==> config.mk <==
export PLATFORM = sky130hd
export DESIGN_NAME = cpu_tstate_seq
export DESIGN_NICKNAME = d
export VERILOG_FILES = /design/src/rtl/cpu_tstate_seq_pkg.sv /design/src/rtl/cpu_tstate_seq_int_arb.sv /design/src/rtl/cpu_tstate_seq.sv
export SDC_FILE = /design/constraint.sdc
export NUM_CORES = 1
export LEC_CHECK = 0
export CELL_PAD_IN_SITES_DETAIL_PLACEMENT = 0
export CELL_PAD_IN_SITES_GLOBAL_PLACEMENT = 1
export CORE_UTILIZATION = 30
export CTS_CLUSTER_SIZE = 16
export DETAILED_ROUTE_END_ITERATION = 6
export PLACE_DENSITY = 0.76
export SETUP_SLACK_MARGIN = 0.5
export SYNTH_ARGS = -nofsm -noshare
export SYNTH_HDL_FRONTEND = slang
export SYNTH_SLANG_ARGS = --single-unit
==> constraint.sdc <==
create_clock -name clk -period 3.8 [get_ports clk]
set_input_delay 0.38 -clock clk [delete_from_list [all_inputs] [get_ports clk]]
set_output_delay 0.38 -clock clk [all_outputs]
set_load 0.05 [all_outputs]
==> src/rtl/cpu_tstate_seq_pkg.sv <==
// Shared types for the 6502C T-state sequencer: sequencer states, interrupt source
// codes and helpers that derive the T-counter and source-code widths.
package cpu_tstate_seq_pkg;

  typedef enum logic [1:0] {
    S_FETCH = 2'd0,
    S_EXEC  = 2'd1,
    S_INT   = 2'd2
  } tstate_e;

  localparam int unsigned SRC_NONE = 0;
  localparam int unsigned SRC_RST  = 1;
  localparam int unsigned SRC_NMI  = 2;
  localparam int unsigned SRC_IRQ0 = 3;

  function automatic int unsigned tseq_tw(input int unsigned max_t);
    return $clog2(max_t + 1);
  endfunction

  function automatic int unsigned tseq_sw(input int unsigned num_irq);
    return $clog2(num_irq + 3);
  endfunction

endpackage

==> src/rtl/cpu_tstate_seq_int_arb.sv <==
// Interrupt arbiter: NMI request capture, fixed-priority encoder and pending-source register.
// TSEQ_NMI_EDGE_EN selects an edge-latched NMI; otherwise NMI is a level request.
module tseq_int_arb
  import cpu_tstate_seq_pkg::*;
#(
  parameter int unsigned NUM_IRQ = 4,
  parameter int unsigned SW      = 3
) (
  input  logic               clk_i,
  input  logic               rst_ni,
  input  logic               sample_i,
  input  logic               clear_i,
  input  logic               nmi_i,
  input  logic               nmi_ack_i,
  input  logic               i_flag_i,
  input  logic [NUM_IRQ-1:0] irq_i,
  output logic [SW-1:0]      pend_src_o
);

  logic          nmi_req;
  logic [SW-1:0] win;
  logic [SW-1:0] pend_q, pend_d;

`ifdef TSEQ_NMI_EDGE_EN
  logic nmi_prev_q, nmi_lat_q, nmi_lat_d;

  // A new edge coinciding with the ack must survive the clear.
  always_comb nmi_lat_d = (nmi_i & ~nmi_prev_q) | (nmi_lat_q & ~nmi_ack_i);

  always_ff @(posedge clk_i or negedge rst_ni) begin
    if (!rst_ni) begin
      nmi_prev_q <= 1'b0;
      nmi_lat_q  <= 1'b0;
    end else begin
      nmi_prev_q <= nmi_i;
      nmi_lat_q  <= nmi_lat_d;
    end
  end

  assign nmi_req = nmi_lat_q;
`else
  logic unused_nmi_ack;
  assign unused_nmi_ack = nmi_ack_i;
  assign nmi_req        = nmi_i;
`endif

  // Scan from the highest index down so the lowest-index request wins.
  always_comb begin
    win = '0;
    for (int unsigned k = NUM_IRQ; k > 0; k--) begin
      if (irq_i[k-1] && !i_flag_i) win = SW'(SRC_IRQ0 + k - 1);
    end
    if (nmi_req) win = SW'(SRC_NMI);
  end

  always_comb begin
    pend_d = pend_q;
    if (clear_i)       pend_d = '0;
    else if (sample_i) pend_d = win;
  end

  always_ff @(posedge clk_i or negedge rst_ni) begin
    if (!rst_ni) pend_q <= '0;
    else         pend_q <= pend_d;
  end

  assign pend_src_o = pend_q;

endmodule

==> src/rtl/cpu_tstate_seq.sv <==
// T-state sequencer and interrupt sequencer for the 6502C control path.
// Optional TSEQ_NMI_EDGE_EN: edge-latched NMI (default: level-sensitive NMI).
module cpu_tstate_seq
  import cpu_tstate_seq_pkg::*;
#(
  parameter int unsigned NUM_IRQ    = 4,
  parameter int unsigned MAX_T      = 8,
  parameter int unsigned INT_CYCLES = 7,
  localparam int unsigned TW = tseq_tw(MAX_T),
  localparam int unsigned SW = tseq_sw(NUM_IRQ)
) (
  input  logic               clk,
  input  logic               rst,
  input  logic               rdy,
  input  logic [TW-1:0]      cyc_len,
  input  logic               early_end,
  input  logic               i_flag,
  input  logic               nmi,
  input  logic [NUM_IRQ-1:0] irq,
  output logic [MAX_T-1:0]   t_onehot,
  output logic               sync,
  output logic               t1_next,
  output logic               force_brk,
  output logic               int_active,
  output logic [SW-1:0]      int_src,
  output logic               nmi_ack,
  output logic [NUM_IRQ-1:0] irq_ack
);

  tstate_e            state_q, state_d;
  logic [TW-1:0]      t_q, t_d, len_q, len_d;
  logic [SW-1:0]      src_q, src_d, pend_src;
  logic               nmi_ack_q, nmi_ack_d;
  logic [NUM_IRQ-1:0] irq_ack_q, irq_ack_d;
  logic               sample, clear, int_done;

  tseq_int_arb #(
    .NUM_IRQ (NUM_IRQ),
    .SW      (SW)
  ) u_arb (
    .clk_i      (clk),
    .rst_ni     (rst),
    .sample_i   (sample),
    .clear_i    (clear),
    .nmi_i      (nmi),
    .nmi_ack_i  (nmi_ack_q),
    .i_flag_i   (i_flag),
    .irq_i      (irq),
    .pend_src_o (pend_src)
  );

  always_comb begin
    state_d   = state_q;
    t_d       = t_q + TW'(1);
    len_d     = len_q;
    src_d     = src_q;
    sync      = 1'b0;
    t1_next   = 1'b0;
    force_brk = 1'b0;
    int_done  = 1'b0;
    sample    = 1'b0;
    clear     = 1'b0;
    case (state_q)
      S_FETCH: begin
        sync      = 1'b1;
        force_brk = (pend_src != '0);
        t_d       = TW'(2);
        if (cyc_len < TW'(2))          len_d = TW'(2);
        else if (cyc_len > TW'(MAX_T)) len_d = TW'(MAX_T);
        else                           len_d = cyc_len;
        if (force_brk) begin
          state_d = S_INT;
          src_d   = pend_src;
          clear   = rdy;
        end else begin
          state_d = S_EXEC;
        end
      end
      S_EXEC: begin
        t1_next = (t_q == len_q) || (early_end && (t_q >= TW'(2)));
        if (t1_next) begin
          state_d = S_FETCH;
          t_d     = TW'(1);
          sample  = rdy;
        end
      end
      S_INT: begin
        int_done = (t_q == TW'(INT_CYCLES));
        t1_next  = int_done;
        if (int_done) begin
          state_d = S_FETCH;
          t_d     = TW'(1);
          src_d   = '0;
        end
      end
      default: begin
        state_d = S_FETCH;
        t_d     = TW'(1);
      end
    endcase
  end

  // Ack for the finishing source; RST decodes to no ack.
  always_comb begin
    nmi_ack_d = int_done && (src_q == SW'(SRC_NMI));
    for (int unsigned k = 0; k < NUM_IRQ; k++) begin
      irq_ack_d[k] = int_done && (src_q == SW'(SRC_IRQ0 + k));
    end
  end

  always_ff @(posedge clk or negedge rst) begin
    if (!rst) begin
      state_q   <= S_INT;
      t_q       <= TW'(2);
      len_q     <= TW'(2);
      src_q     <= SW'(SRC_RST);
      nmi_ack_q <= 1'b0;
      irq_ack_q <= '0;
    end else if (rdy) begin
      state_q   <= state_d;
      t_q       <= t_d;
      len_q     <= len_d;
      src_q     <= src_d;
      nmi_ack_q <= nmi_ack_d;
      irq_ack_q <= irq_ack_d;
    end
  end

  always_comb begin
    for (int unsigned k = 0; k < MAX_T; k++) begin
      t_onehot[k] = (t_q == TW'(k + 1));
    end
  end

  assign int_active = (state_q == S_INT);
  assign int_src    = src_q;
  assign nmi_ack    = nmi_ack_q;
  assign irq_ack    = irq_ack_q;

endmodule
==> metrics.txt <==
run status finished, final reports clean; Mapped Area 1340 µm²; final global-route overflow total 0; Final HPWL DP 2380 µm; total CTS buffers 3; Final Setup Violations 0; Sink Count 21; Tot Pwr 1.32 mW; crit path max fanout 8; WP buf/inv 2; area leader, netlist dfrtp_1; CTS tree done; final net count 192; Peak VDD IR 0.295 mV; Starting Density 0.323; Avg WL per Cell 13.9 µm; Pleak 0.740 nW; initial drt markers 86; overall die height 68.8 µm; Data arrival, critical path 2.44 ns; CP endpoint kind output pin; postcts setup bufs 0; Slew @ Worst Pin 0.941 ns; final setup TNS 0 ns; slowest CP cell dfrtp_1; Worst Skew 0.00477 ns; library cells used by synthesis 44; post-synthesis cell count 137; DR pass1 iterations 4; crit path time final 2.82 ns; ys flop type dfrtp_1; post-placement setup slack 0.871 ns; die area 4730 µm²; ratio of cells with drive above 1 in the final layout 0.0888; number of diodes 0; worst relative slew slack 0.371; Synth area leaders dfrtp_1 32%, dfstp_2 7.9%, ha_1 7.5%; syn avg cell area 9.76 µm²; MaxCap Viol Count 0; Area growth syn-to-layout 31.0%; post-route setup slack 0.976 ns; via-per-instance ratio 5.25; fmax 354 MHz; number of flops mapped to enable cells by yosys 0; HP Class reg2reg; final hold vios 0; Crit path largest cell delay 0.48 ns; I/O Buffers 33; Max clock buf depth 2; Final ANT Viol Nets 0; Core Util, Final 0.423; clk_lat worst skew 0.26 ns; die span in x 68.8 µm; vias 1150; clock root cell clkbuf_8; # hold bufs at CTS 0; core area 4140 µm²; IO Pins 34; fin. max-slew vios 0; placer's final routability congestion estimate 0.806; yosys synthesis warning count 0; critical path required time 3.42 ns; number of synthesized register bits 21; drc violations 0; Yosys top cell area share 0.318; startpoint types flip-flop; vias in the first global route 1179; H-tree lvl count 1; first-pass GRT wire length 5150 µm; FFs w/ async S/R, synth 1.00; row cnt 23; CP cell instances inv_1 > ha_1 > o41a_1 > a41oi_4 > nand2b_1 > a21boi_0 > dlymetal6s2s_1; Top delay family on crit path compound AO/OA/AOI/OAI gates; Tot GR Track Use 0.147; Hold Slack 0.487 ns; post-synthesis sequential area ratio 0.397; largest net degree at the start of global routing 22; Worst-path clk slew 0.07 ns; Setup CP Type reg2out; RSZ-0062 raised after global routing false; initial antenna violation count 0; Routed Wire Length 3050 µm; Power Dens Cells 753 nW/µm²; Tcrit/Tclk final 0.743; Synth Net Count 159
## registers in the layout (all words and copies together) (netlist names)
register          flops
irq_ack               4
int_src               3
nmi_ack               1
t_q                   4
len_q                 4
state_q               2
u_arb.pend_src_o      3
## worst min-delay path, stage by stage, from the launching register on
cell and delay [ns]:
dfstp_2 0.38, nand2_1 0.05, o31ai_1 0.06
## repair_timing
action / 4_1_cts / 5_1_grt
endpoints found under the hold margin: 0 / 0
gates resized for setup: 0 / 1
setup endpoints to repair: 0 / 1
## stage by stage
step           instances  area (µm²)
2_1_floorplan        137        1340
3_3_place_gp         215        1700
3_5_place_dp         215        1700
4_1_cts              219        1750
5_1_grt              219        1750
6_report             219        1750
## final timing paths
kind | start | slack (ns) | cells past startpoint | to
max in group asynchronous | rst | 2.59 | 1 | int_src[2]$_DFFE_PN0P_
hold / removal | len_q[1]$_DFFE_PN1P_ | 0.49 | 2 | len_q[1]$_DFFE_PN1P_
hold reg to reg | len_q[1]$_DFFE_PN1P_ | 0.49 | 2 | len_q[1]$_DFFE_PN1P_
setup reg to reg | t_q[0]$_DFFE_PN0P_ | 1.64 | 6 | u_arb.pend_src_o[1]$_DFFE_PN0P_
min in group asynchronous | rst | 0.64 | 1 | state_q[0]$_DFFE_PN0P_
setup / recovery | t_q[0]$_DFFE_PN0P_ | 0.98 | 7 | t1_next
## power by group
part / internal [mW] / switching, mW
Combinational: 0.295 / 0.492
Clock: 0.0731 / 0.0738
Sequential: 0.304 / 0.0798
Total: 0.673 / 0.646
## per-layer routing
layer  share of wire  GRT usage  vias to the layer above
li1                -          -                      550
met1            0.44      0.164                      563
met2            0.50      0.265                       30
met3           0.033     0.0247                        7
met4           0.022     0.0791                        0
met5               0          0                        -
## logic make-up after synthesis
family          after synthesis  share of synthesized area
simple gates                 50                      0.195
compound gates               31                      0.199
flops                        21                      0.397
buf+inv                      16                     0.0514
fa+ha+maj                     8                     0.0748
mux                           7                     0.0571
xor+xnor                      4                     0.0262
## final cells by class
class,instances,area [µm²]
clock inverters,1,5.00
repair buffers,33,333
fillers,423,2390
clock buffers,3,41.3
multi-input cells,100,738
well taps,50,62.6
flip-flops and latches,21,531
inverters,11,41.3
## placed cells by master (no fill, tap or decap), types with 2 or more instances in the layout
| cell | n |
|---|---|
| xnor2_1 | 4 |
| mux2_2 | 3 |
| mux2i_1 | 2 |
| o21ai_0 | 5 |
| dfrtp_1 | 17 |
| dfstp_2 | 4 |
| mux2_1 | 2 |
| a32o_1 | 2 |
| nand3b_1 | 2 |
| inv_1 | 10 |
| clkbuf_8 | 3 |
| a21oi_1 | 5 |
| clkdlybuf4s50_1 | 32 |
| ha_1 | 8 |
| a22o_1 | 2 |
| nor2_1 | 9 |
| or4_1 | 2 |
| o2bb2ai_1 | 3 |
| nand2b_1 | 3 |
| and2_1 | 7 |
| nor2b_1 | 6 |
| nand2_1 | 12 |
| nor3_1 | 4 |
## Yosys cell counts, types with 2 or more instances
master and number:
dfrtp_1 17, nand2_1 12, inv_1 10, nor2_1 9, ha_1 8, and2_1 7, nor2b_1 6, a21oi_1 5
o21ai_0 5, dfstp_2 4, nor3_1 4, xnor2_1 4, clkbuf_1 3, mux2_2 3, nand2b_1 3, o2bb2ai_1 3
a22o_1 2, a32o_1 2, mux2_1 2, mux2i_1 2, nand3b_1 2, or4_1 2
No activity file was read; power rests on OpenSTA's default activity.
